### src/rtl/instr_encoder_if.sv
// rtl/instr_encoder_if.sv - field-bundle input and memory-write output bundle for instr_encoder
interface instr_encoder_if #(
  parameter int ADDR_W = 16
);
  // Decoded field bundle from the loader
  logic              in_valid;
  logic              in_ready;
  logic [3:0]        in_opcode;
  logic [3:0]        in_fn;
  logic [3:0]        in_rd;
  logic [3:0]        in_rs1;
  logic [3:0]        in_rs2;
  logic [15:0]       in_imm;

  // Instruction-memory write request
  logic              out_valid;
  logic              out_ready;
  logic [ADDR_W-1:0] out_addr;
  logic [31:0]       out_word;

  // Loader / memory side
  modport master (
    output in_valid, in_opcode, in_fn, in_rd, in_rs1, in_rs2, in_imm, out_ready,
    input  in_ready, out_valid, out_addr, out_word
  );

  // Encoder side
  modport slave (
    input  in_valid, in_opcode, in_fn, in_rd, in_rs1, in_rs2, in_imm, out_ready,
    output in_ready, out_valid, out_addr, out_word
  );
endinterface

### src/rtl/instr_encoder.sv
// rtl/instr_encoder.sv - legality-checks decoded fields, packs them into words, writes them to memory
module instr_encoder #(
  parameter int                DEPTH     = 4,
  parameter int                ADDR_W    = 16,
  parameter logic [ADDR_W-1:0] BASE_ADDR = '0
) (
  input  logic              clk,
  input  logic              reset,
  input  logic              clear,
  instr_encoder_if.slave    bus,
  output logic              err_illegal,
  output logic [7:0]        drop_count,
  output logic [ADDR_W-1:0] words_out
);
  localparam int WORD_SIZE = 32;
  localparam int PTR_W     = $clog2(DEPTH);
  localparam logic [PTR_W:0] FULL_CNT = (PTR_W+1)'(DEPTH);

  // Opcodes
  localparam logic [3:0] OP_ALUR   = 4'hC;
  localparam logic [3:0] OP_ALUI   = 4'h4;
  localparam logic [3:0] OP_CMPR   = 4'hD;
  localparam logic [3:0] OP_CMPI   = 4'h5;
  localparam logic [3:0] OP_LOAD   = 4'h7;
  localparam logic [3:0] OP_STORE  = 4'h3;
  localparam logic [3:0] OP_BRANCH = 4'h2;
  localparam logic [3:0] OP_JAL    = 4'h6;

  // ALU function codes
  localparam logic [3:0] FN_ADD  = 4'h0;
  localparam logic [3:0] FN_SUB  = 4'h1;
  localparam logic [3:0] FN_AND  = 4'h4;
  localparam logic [3:0] FN_OR   = 4'h5;
  localparam logic [3:0] FN_XOR  = 4'h6;
  localparam logic [3:0] FN_NAND = 4'hC;
  localparam logic [3:0] FN_NOR  = 4'hD;
  localparam logic [3:0] FN_XNOR = 4'hE;
  localparam logic [3:0] FN_MVHI = 4'hF;

  // Compare function codes
  localparam logic [3:0] FN_F   = 4'h0;
  localparam logic [3:0] FN_EQ  = 4'h1;
  localparam logic [3:0] FN_LT  = 4'h2;
  localparam logic [3:0] FN_LTE = 4'h3;
  localparam logic [3:0] FN_T   = 4'h8;
  localparam logic [3:0] FN_NE  = 4'h9;
  localparam logic [3:0] FN_GTE = 4'hA;
  localparam logic [3:0] FN_GT  = 4'hB;

  // Branch function codes
  localparam logic [3:0] FN_BF    = 4'h0;
  localparam logic [3:0] FN_BEQ   = 4'h1;
  localparam logic [3:0] FN_BLT   = 4'h2;
  localparam logic [3:0] FN_BLTE  = 4'h3;
  localparam logic [3:0] FN_BEQZ  = 4'h5;
  localparam logic [3:0] FN_BLTZ  = 4'h6;
  localparam logic [3:0] FN_BLTEZ = 4'h7;
  localparam logic [3:0] FN_BT    = 4'h8;
  localparam logic [3:0] FN_BNE   = 4'h9;
  localparam logic [3:0] FN_BGTE  = 4'hA;
  localparam logic [3:0] FN_BGT   = 4'hB;
  localparam logic [3:0] FN_BNEZ  = 4'hD;
  localparam logic [3:0] FN_BGTEZ = 4'hE;
  localparam logic [3:0] FN_BGTZ  = 4'hF;

  logic [WORD_SIZE-1:0] fifo_mem [DEPTH];
  logic [PTR_W-1:0]     wr_ptr;
  logic [PTR_W-1:0]     rd_ptr;
  logic [PTR_W:0]       count;
  logic [WORD_SIZE-1:0] last_word;
  logic [WORD_SIZE-1:0] enc_word;
  logic [ADDR_W-1:0]    addr_q;
  logic                 legal;
  logic                 full;
  logic                 empty;
  logic                 accept;
  logic                 push;
  logic                 pop;

  assign full   = (count == FULL_CNT);
  assign empty  = (count == '0);
  assign accept = bus.in_valid && bus.in_ready;
  assign push   = accept && legal;
  // A pop offered during clear is discarded along with the rest of the FIFO
  assign pop    = bus.out_valid && bus.out_ready && !clear;

  assign bus.in_ready  = !full && !clear && !reset;
  assign bus.out_valid = !empty;
  // Once drained, keep presenting the last word written rather than a stale slot
  assign bus.out_word  = empty ? last_word : fifo_mem[rd_ptr];
  assign bus.out_addr  = addr_q;

  // Legality: opcode must be known and fn must belong to that opcode's class
  always_comb begin
    legal = 1'b0;
    case (bus.in_opcode)
      OP_ALUR, OP_ALUI:
        legal = bus.in_fn inside {FN_ADD, FN_SUB, FN_AND, FN_OR, FN_XOR,
                                  FN_NAND, FN_NOR, FN_XNOR, FN_MVHI};
      OP_CMPR, OP_CMPI:
        legal = bus.in_fn inside {FN_F, FN_EQ, FN_LT, FN_LTE,
                                  FN_T, FN_NE, FN_GTE, FN_GT};
      OP_BRANCH:
        legal = bus.in_fn inside {FN_BF, FN_BEQ, FN_BLT, FN_BLTE, FN_BEQZ,
                                  FN_BLTZ, FN_BLTEZ, FN_BT, FN_BNE, FN_BGTE,
                                  FN_BGT, FN_BNEZ, FN_BGTEZ, FN_BGTZ};
      OP_LOAD, OP_STORE, OP_JAL:
        legal = 1'b1;
      default:
        legal = 1'b0;
    endcase
  end

  // Field packing: register forms, immediate forms, and store/branch which carry rs2 low
  always_comb begin
    enc_word = '0;
    case (bus.in_opcode)
      OP_ALUR, OP_CMPR:
        enc_word = {bus.in_fn, bus.in_opcode, 12'h000, bus.in_rs2, bus.in_rs1, bus.in_rd};
      OP_STORE, OP_BRANCH:
        enc_word = {bus.in_fn, bus.in_opcode, bus.in_imm, bus.in_rs1, bus.in_rs2};
      default:
        enc_word = {bus.in_fn, bus.in_opcode, bus.in_imm, bus.in_rs1, bus.in_rd};
    endcase
  end

  // FIFO storage; push is already gated off during reset and clear
  always_ff @(posedge clk) begin
    if (push) begin
      fifo_mem[wr_ptr] <= enc_word;
    end
  end

  // Pointers, occupancy, write address and status counters
  always_ff @(posedge clk or posedge reset) begin
    if (reset) begin
      wr_ptr      <= '0;
      rd_ptr      <= '0;
      count       <= '0;
      last_word   <= '0;
      addr_q      <= BASE_ADDR;
      words_out   <= '0;
      err_illegal <= 1'b0;
      drop_count  <= '0;
    end else if (clear) begin
      wr_ptr      <= '0;
      rd_ptr      <= '0;
      count       <= '0;
      addr_q      <= BASE_ADDR;
      words_out   <= '0;
      err_illegal <= 1'b0;
      drop_count  <= '0;
    end else begin
      if (push) begin
        wr_ptr <= wr_ptr + 1'b1;
      end
      if (pop) begin
        rd_ptr    <= rd_ptr + 1'b1;
        last_word <= fifo_mem[rd_ptr];
        addr_q    <= addr_q + ADDR_W'(4);
        words_out <= words_out + 1'b1;
      end
      case ({push, pop})
        2'b10:   count <= count + 1'b1;
        2'b01:   count <= count - 1'b1;
        default: count <= count;
      endcase
      if (accept && !legal) begin
        err_illegal <= 1'b1;
        if (drop_count != 8'hFF) begin
          drop_count <= drop_count + 1'b1;
        end
      end
    end
  end
endmodule

### src/flat_wrapper.sv
// flat-port wrapper written by rule: the top's interface ports become plain ports
module instr_encoder_flat 
#(
  parameter int                DEPTH     = 4,
  parameter int                ADDR_W    = 16,
  parameter logic [ADDR_W-1:0] BASE_ADDR = '0
)
  (clk, reset, clear, err_illegal, drop_count, words_out, bus_in_valid, bus_in_opcode, bus_in_fn, bus_in_rd, bus_in_rs1, bus_in_rs2, bus_in_imm, bus_out_ready, bus_in_ready, bus_out_valid, bus_out_addr, bus_out_word);
  instr_encoder_if #(.ADDR_W(ADDR_W)) bus_i ();
  input  logic clk;
  input  logic reset;
  input  logic clear;
  output logic err_illegal;
  output logic [7:0] drop_count;
  output logic [ADDR_W-1:0] words_out;
  input wire logic [$bits(bus_i.in_valid)-1:0] bus_in_valid;
  input wire logic [$bits(bus_i.in_opcode)-1:0] bus_in_opcode;
  input wire logic [$bits(bus_i.in_fn)-1:0] bus_in_fn;
  input wire logic [$bits(bus_i.in_rd)-1:0] bus_in_rd;
  input wire logic [$bits(bus_i.in_rs1)-1:0] bus_in_rs1;
  input wire logic [$bits(bus_i.in_rs2)-1:0] bus_in_rs2;
  input wire logic [$bits(bus_i.in_imm)-1:0] bus_in_imm;
  input wire logic [$bits(bus_i.out_ready)-1:0] bus_out_ready;
  output wire logic [$bits(bus_i.in_ready)-1:0] bus_in_ready;
  output wire logic [$bits(bus_i.out_valid)-1:0] bus_out_valid;
  output wire logic [$bits(bus_i.out_addr)-1:0] bus_out_addr;
  output wire logic [$bits(bus_i.out_word)-1:0] bus_out_word;
  assign bus_i.in_valid = bus_in_valid;
  assign bus_i.in_opcode = bus_in_opcode;
  assign bus_i.in_fn = bus_in_fn;
  assign bus_i.in_rd = bus_in_rd;
  assign bus_i.in_rs1 = bus_in_rs1;
  assign bus_i.in_rs2 = bus_in_rs2;
  assign bus_i.in_imm = bus_in_imm;
  assign bus_i.out_ready = bus_out_ready;
  assign bus_in_ready = bus_i.in_ready;
  assign bus_out_valid = bus_i.out_valid;
  assign bus_out_addr = bus_i.out_addr;
  assign bus_out_word = bus_i.out_word;
  instr_encoder #(.DEPTH(DEPTH), .ADDR_W(ADDR_W), .BASE_ADDR(BASE_ADDR)) u_core (.clk(clk), .reset(reset), .clear(clear), .bus(bus_i), .err_illegal(err_illegal), .drop_count(drop_count), .words_out(words_out));
endmodule
### config.mk
export PLATFORM = sky130hd
export DESIGN_NAME = instr_encoder_flat
export DESIGN_NICKNAME = d
export VERILOG_FILES = /design/src/rtl/instr_encoder_if.sv /design/src/rtl/instr_encoder.sv /design/src/flat_wrapper.sv
export SDC_FILE = /design/constraint.sdc
export NUM_CORES = 1
export LEC_CHECK = 0
export BUFFER_PORTS_ARGS = -buffer_cell sky130_fd_sc_hd__buf_2
export CORE_ASPECT_RATIO = 0.7
export CORE_MARGIN = 2
export CORE_UTILIZATION = 40
export DETAILED_ROUTE_END_ITERATION = 8
export PLACE_DENSITY = 0.71
export REMOVE_ABC_BUFFERS = 1
export SLEW_MARGIN = 20
export SYNTH_ARGS = -nofsm -noshare
export SYNTH_HDL_FRONTEND = slang
export SYNTH_SLANG_ARGS = --single-unit
### constraint.sdc
create_clock -name clk -period 4.6 [get_ports clk]
set_input_delay 0.46 -clock clk [delete_from_list [all_inputs] [get_ports clk]]
set_output_delay 0.46 -clock clk [all_outputs]
set_load 0.05 [all_outputs]
==> out/results.ini, run 1 <==
[clock_network]
cts_hold_buf=0
postCtsSetupBuffers=0
cts-root-buf=clkbuf_16
clock_latency_ns=0.50
cts_tree=yes
cts_buffers=21
clock_sink_count=206
h-tree-depth=1
clk_pin_slew_ns=0.06
ctsResizeCount=0
clock_path_buffers=3

[pwr]
p_total_mw=6.65
ir_drop_v=0.000566
pwr_density_cell_nw_per_um2=635
p_leak_nw=3.99

[grt]
grt.total_usage_pct=15.6
overflow=0
grt_pass1_vias=5069
grt_pass1_wl_mm=28.5
grt_max_degree=57
antenna_found_initial=0

[worst_setup_path]
cp-start-kind=register
cpMaxStageDelayCell=dfrtp_2
end_kind=output port
arrival_ns=2.83
crit_required_ns=4.14
crit_chain=buf_4, mux4_2, mux2_2, buf_2
cp_max_fo=20
max_stage_delay_ns=0.80
path_class=reg2out

[cells_and_area]
post-route-util_pct=48.1
drive_gt1_share_pct=38.3
diodes=0
fillers=1898
num-nets-final=733
syn_to_final_growth_pct=17.6
stdcell_count=981

[logic_synthesis]
yosysSeqAreaShare_pct=65.1
synth_top_area_cell=edfxtp_1
synthCells=569
yosysTopAreaCellShare_pct=43.2
avgSynthCellArea_um2=15.6
synth_area_leaders=edfxtp_1 43%, dfrtp_1 22%, mux2_2 9.1%
netlist_area_um2=8900
ys.flop_type=edfxtp_1
synth_most_common_cell=edfxtp_1
ys_warn_count=0
synth.distinct_cells=48
yosys-top-cells-count=128 x edfxtp_1, 78 x dfrtp_1, 72 x mux2_2
synthArstFlopShare_pct=37.9
synth_enable_flop_cells=128
yosys_register_bits=206

[timing]
grt_setup_unrepaired=false
finalCriticalPeriod_ns=3.29
hold_viol=0
drv_slew=0
max-slew-margin-rel_pct=32.4
max_slew.worst_pin.slew_ns=1.00
setup_tns_ns=0
max_freq_mhz=304
finalCritPeriodShare_pct=71.5
setup_viol=0
finClkSkew_ns=0.0165

[floorplanning]
core_um2=21700
num_io_pins=116
placement_rows=45
die_x_um=182
initial_utilization_pct=40.9
die_h_um=129
die-area_um2=23500

[route]
routed_via_density=5.15
vias=5057
routedWlPerCell_um=18.4
detail-route-antenna-nets=0
routed_wl_mm=18.1
first_pass_iters=4
drc=0
drtIter0Drc=403

[place]
gp_congestion=0.782
port_buffers=113
placed_cells=942
place_hpwl_mm=11.5

[status]
outcome=finished clean

[worst_hold_path]
hold_path.class=in2async

[job]
cap_viol_max_count=0

cells in the final DEF, fill, tap and decap left out, types with 2 or more instances in the layout:
cell       Yosys  final
mux2_2        72     72
edfxtp_1     128    128
nand3_1       18     18
nor2_1        39     38
or3_1          6      6
nor4_1         5      5
clkbuf_1      17      4
clkbuf_16      0     21
nor3_1         8      8
clkbuf_8       0      4
dfrtp_2        0      2
ha_1           7      7
buf_2          7    113
clkinv_1       0      4
and3_2         0      4
inv_1          5      4
nor2b_1        6      6
buf_4          2      5
and2_1        13     13
mux2i_1        2      2
dfrtp_1       78     76
nand4_1        4      4
nand2_1       23     23
o21ai_0       10     10
xor2_1        21     21
and3_1        11      7
conb_1         1      2
nor4b_1        2      2
a21oi_1       12     12
and4_1         2      2
nand2b_1       7      7
o31ai_1        3      2
mux4_2        32     32
a311oi_1       2      2
xnor2_1        8      8
clkinv_2       0      2
per-stage QoR:
step                      worst slack, ns  hold WS, ns  cell area (um^2)
final                                1.31       0.0985             10500
after CTS                            1.26        0.128             10400
after detailed placement             1.58        0.490              9760
after floorplan                      1.32        0.475              8770
after global routing                 1.17        0.157             10500
after global placement               1.77        0.479              9760
routing by layer:
metal / track usage (%) / routed length, um
met2: 24.8 / 8280
met5: 0 / 0
met1: 22.7 / 8640
met4: 3.51 / 283
met3: 2.86 / 851
cells by family (layout without fill, tap and decap cells):
kind of cell	Yosys count	in the layout	share of synthesized area, %
other	1	2	0.0422
and+or+nand+nor	151	151	9.09
DFF	206	206	65.1
adders and majority gates	8	8	1.21
muxes	107	107	17.6
xor gates and xnor gates	29	29	2.86
buffers and inverters	33	162	1.66
AOI/OAI and AO/OA	34	34	2.43
flip-flops by register name, summed over array words and instances, names as in the netlist:
name,cells
u_core.fifo_mem,128
u_core.last_word,32
u_core.words_out,16
u_core.bus.out_addr,14
u_core.drop_count,8
u_core.count,3
u_core.rd_ptr,2
u_core.wr_ptr,2
u_core.err_illegal,1
power by group:
part / internal (mW) / switching [mW] / leakage (nW)
logic: 0.923 / 1.73 / 1.50
clock network: 0.963 / 0.696 / 0.325
registers: 2.16 / 0.178 / 2.17
total: 4.04 / 2.61 / 3.99
cell type report:
cell class,count,area [um^2],share of cell area (%)
clock buffer,29,596,5.69
timing repair buffer,119,631,6.03
clock inverter,9,75.1,0.718
inverter,5,20.0,0.191
tap,282,353,3.37
multi-input combinational,331,2990,28.6
sequential,206,5800,55.4
final timing paths:
path                                                  from                          endpoint  slack [ns]  depth (start not counted)
min in group clk                             bus_in_rs1[0]   u_core.fifo_mem[3][4]$_DFFE_PP_        0.18                          1
setup reg to reg               u_core.count[2]$_DFFE_PP0P_       u_core.count[2]$_DFFE_PP0P_        1.75                          9
max in group asynchronous                            reset  u_core.last_word[13]$_DFFE_PP0P_        3.49                          3
hold / removal                                       reset  u_core.drop_count[5]$_DFFE_PP0P_         0.1                          2
hold reg to reg            u_core.last_word[5]$_DFFE_PP0P_   u_core.last_word[5]$_DFFE_PP0P_        0.50                          1
setup / recovery              u_core.rd_ptr[0]$_DFFE_PP0N_                  bus_out_word[26]        1.31                          4
worst max-delay path, delay by kind of cell, from the launching register on:
kind | cells | cell delay, ns
buf+inv | 2 | 0.65
flops | 1 | 0.80
mux | 2 | 0.88
Note: power is estimated with default switching activity, not from simulation.
==> inputs of run 2 (changes only) <==
--- a/config.mk
+++ b/config.mk
@@ -5,6 +5,7 @@
 export SDC_FILE = /design/constraint.sdc
 export NUM_CORES = 1
 export LEC_CHECK = 0
+export ABC_AREA = 1
 export BUFFER_PORTS_ARGS = -buffer_cell sky130_fd_sc_hd__buf_2
 export CORE_ASPECT_RATIO = 0.7
 export CORE_MARGIN = 2
==> constraint.sdc (replaced) <==
create_clock -name clk -period 3.1 [get_ports clk]
set_input_delay 0.31 -clock clk [delete_from_list [all_inputs] [get_ports clk]]
set_output_delay 0.31 -clock clk [all_outputs]
set_load 0.05 [all_outputs]
==> out/results.ini, run 2 <==
[pwr]
p_total_mw=7.74  ; +16%
pwr-share-comb_pct=27.8  ; -12 points
power.switching_mw=2.78  ; +6.5%
pwr_density_cell_nw_per_um2=725  ; +14%
ir_drop_v=0.000519  ; -8.4%
seqPwrFrac_pct=41.9  ; +6.8 points
pwr-share-clk_pct=30.3  ; +5.3 points
swShare_pct=35.8  ; -3.3 points
p_leak_nw=4.45  ; +11%
p_int_mw=4.97  ; +23%

[cells_and_area]
fillers=2051  ; +8.1%
syn_to_final_growth_pct=17.1
final_cell_mix=136 x o21ai_0, 134 x nand2_1, 128 x edfxtp_1
final_common_cell=o21ai_0
top_register=u_core.fifo_mem
largest_reg_flops=128  ; unchanged
post-route-util_pct=47.5  ; -0.66 points
drive_gt1_share_pct=19.4  ; -19 points
num-nets-final=1053  ; +44%
reg_top3=u_core.fifo_mem (128), u_core.last_word (32), u_core.words_out (16)

[grt]
grt_pass1_vias=6016  ; +19%
grt_pass1_wl_mm=32.4  ; +14%
grt.total_usage_pct=17.1  ; +1.5 points
overflow=0  ; unchanged
antenna_found_initial=2  ; +2
grt_max_degree=69  ; +21%

[route]
routed_via_density=4.97  ; -3.6%
first_pass_iters=5  ; +1
routed_wl_mm=20.7  ; +15%
vias=6616  ; +31%
routedWlPerCell_um=15.5  ; -16%
detail-route-antenna-nets=0  ; unchanged
drtIter0Drc=588  ; +46%
drc=0  ; unchanged

[worst_setup_path]
cp_max_fo=65  ; +230%
crit_required_ns=2.79  ; -1.35 ns
max_stage_delay_ns=0.51  ; -0.29 ns
r2r_start=u_core.count[0]$_DFFE_PP0P_
path_class=reg2out
end_kind=output port
critPathLaunch=u_core.rd_ptr[0]$_DFFE_PP0N_
cp-start-kind=register
reg2regPathDepth=16  ; +7
arrival_ns=2.41  ; -0.42 ns
crit_chain=buf_4, o21ai_0, o22ai_1, nand2_1, o21ai_1, buf_2
cpMaxStageDelayCell=buf_4

[logic_synthesis]
ys.flop_type=edfxtp_1
netlist_area_um2=9130  ; +2.6%
synthArstFlopShare_pct=37.9  ; unchanged
yosys-top-cells-count=136 x o21ai_0, 134 x nand2_1, 128 x edfxtp_1
synthCells=895  ; +57%
synth_most_common_cell=o21ai_0
ys_warn_count=0  ; unchanged
synth.distinct_cells=42  ; -13%
yosysTopAreaCellShare_pct=42.1  ; -1.1 points
synth_top_area_cell=edfxtp_1
avgSynthCellArea_um2=10.2  ; -35%
synth_enable_flop_cells=128  ; unchanged
yosysSeqAreaShare_pct=63.5  ; -1.6 points
yosys_register_bits=206  ; unchanged
synth_area_leaders=edfxtp_1 42%, dfrtp_1 21%, o21ai_0 7.5%

[timing]
max-slew-margin-rel_pct=45.6  ; +13 points
setup_viol=0  ; unchanged
grt_setup_unrepaired=false
hold_slack_ns=0.0347  ; -0.0639 ns
finClkSkew_ns=0.0145  ; -0.00195 ns
max_slew.worst_pin.slew_ns=0.816  ; -0.188 ns
drv_slew=0  ; unchanged
max_freq_mhz=368
hold_viol=0  ; unchanged
finalCritPeriodShare_pct=87.7
setup_slack_ns=0.383  ; -0.930 ns
finalCriticalPeriod_ns=2.72

[place]
dp_slack_ns=0.644  ; -0.933 ns
gp_congestion=0.840  ; +7.5%
port_buffers=113  ; unchanged
place_hpwl_mm=13.1  ; +14%

[clock_network]
clock_path_buffers=3  ; unchanged
h-tree-depth=1  ; unchanged
clock_sink_count=206  ; unchanged
cts-root-buf=clkbuf_16
ctsResizeCount=0  ; unchanged
cts_buffers=21  ; unchanged
clk_pin_slew_ns=0.06  ; about the same
cts_tree=yes
clock_latency_ns=0.50  ; about the same

[floorplanning]
initial_utilization_pct=40.5  ; -0.38 points
die_h_um=130  ; +1.2%
placement_rows=46  ; +2.2%
num_io_pins=116  ; unchanged
die-area_um2=24100  ; +2.5%
core_um2=22500  ; +3.5%
die_x_um=185  ; +1.3%

[worst_hold_path]
hold_path.startpoint=bus_in_rs1[0]
whs_path_depth=1
hold_path.class=in2reg

[status]
outcome=finished clean

[job]
cap_viol_max_count=0  ; unchanged

-- run 2: changes by cell type in the layout (fill, tap and decap cells not counted), moves of 7 or more --
cell,delta
and2_1,-13
buf_4,+8
inv_1,+84
mux2_2,-64
mux4_2,-32
nand2_1,+111
nand2b_1,-7
nand3_1,+7
nand4_1,+9
nor2_1,+70
o21ai_0,+126
o21ai_1,+17
o22ai_1,+32
xor2_1,-17
-- run 2: per-layer routing --
metal | track usage [%] | vias up | share of wire, %
li1 | - | 3270 | -
met1 | 25.2 | 3150 | 49
met2 | 26.4 | 162 | 44
met3 | 3.07 | 34 | 5.3
met4 | 4.42 | 0 | 2.1
met5 | 0 | - | 0
-- run 2: worst max-delay path, delay by kind of cell, from the launching register on --
| kind | cells | cell delay, ns |
|---|---|---|
| simple gates | 1 | 0.08 |
| buf+inv | 2 | 0.82 |
| flops | 1 | 0.36 |
| compound gates | 3 | 0.62 |
-- run 2: cell type report --
| type | instances | area [um^2] | area share, % |
|---|---|---|---|
| flip-flops and latches | 206 | 5800 | 54.3 |
| multi-input cells | 552 | 2790 | 26.1 |
| repair buffers | 129 | 713 | 6.68 |
| clock buffers | 30 | 589 | 5.52 |
| well taps | 312 | 390 | 3.65 |
| inverters | 94 | 362 | 3.38 |
| clock inverters | 7 | 41.3 | 0.386 |
| diodes | 2 | 5.00 | 0.0468 |
-- run 2: cells by family (layout without fill, tap and decap cells) --
logic type	count (synthesis)	in the layout	synth area share [%]
DFF	206	206	63.5
muxes	8	8	0.987
xor gates and xnor gates	7	7	0.672
other	1	4	0.0411
buffers and inverters	138	260	6.35
AOI/OAI and AO/OA	210	210	12.1
and+or+nand+nor	317	317	15.1
adders and majority gates	8	8	1.18
-- run 2: power by group through the flow --
stage	Sequential, mW	Clock (mW)	Combinational (mW)
floorplan	3.33	0	1.54
CTS	3.25	2.38	2.18
global route	3.27	2.50	2.34
finish	3.24	2.35	2.15
global placement	3.29	0	2.15
detailed placement	3.30	0	2.17
-- run 2: per-stage QoR --
step	setup TNS, ns	area (um^2)	cells
after floorplan	-164.51	8910	852
after global placement	0	10000	1292
after detailed placement	0	10000	1292
after CTS	0	10700	1330
after global routing	0	10700	1330
final	0	10700	1332
-- run 2: worst paths after layout --
kind | end | slack, ns
max in group asynchronous | u_core.rd_ptr[0]$_DFFE_PP0N_ | 1.40
max | bus_out_word[25] | 0.38
max reg2reg | u_core.count[2]$_DFFE_PP0P_ | 0.70
min in group asynchronous | u_core.last_word[31]$_DFFE_PP0P_ | 0.48
min reg2reg | u_core.words_out[15]$_DFFE_PP0N_ | 0.47
min | u_core.fifo_mem[1][4]$_DFFE_PP_ | 0.03
-- run 2: what timing repair did --
item                                   CTS  global route
endpoints found under the hold margin   21             0
buffers inserted                         0             0
hold buffers                             1             0
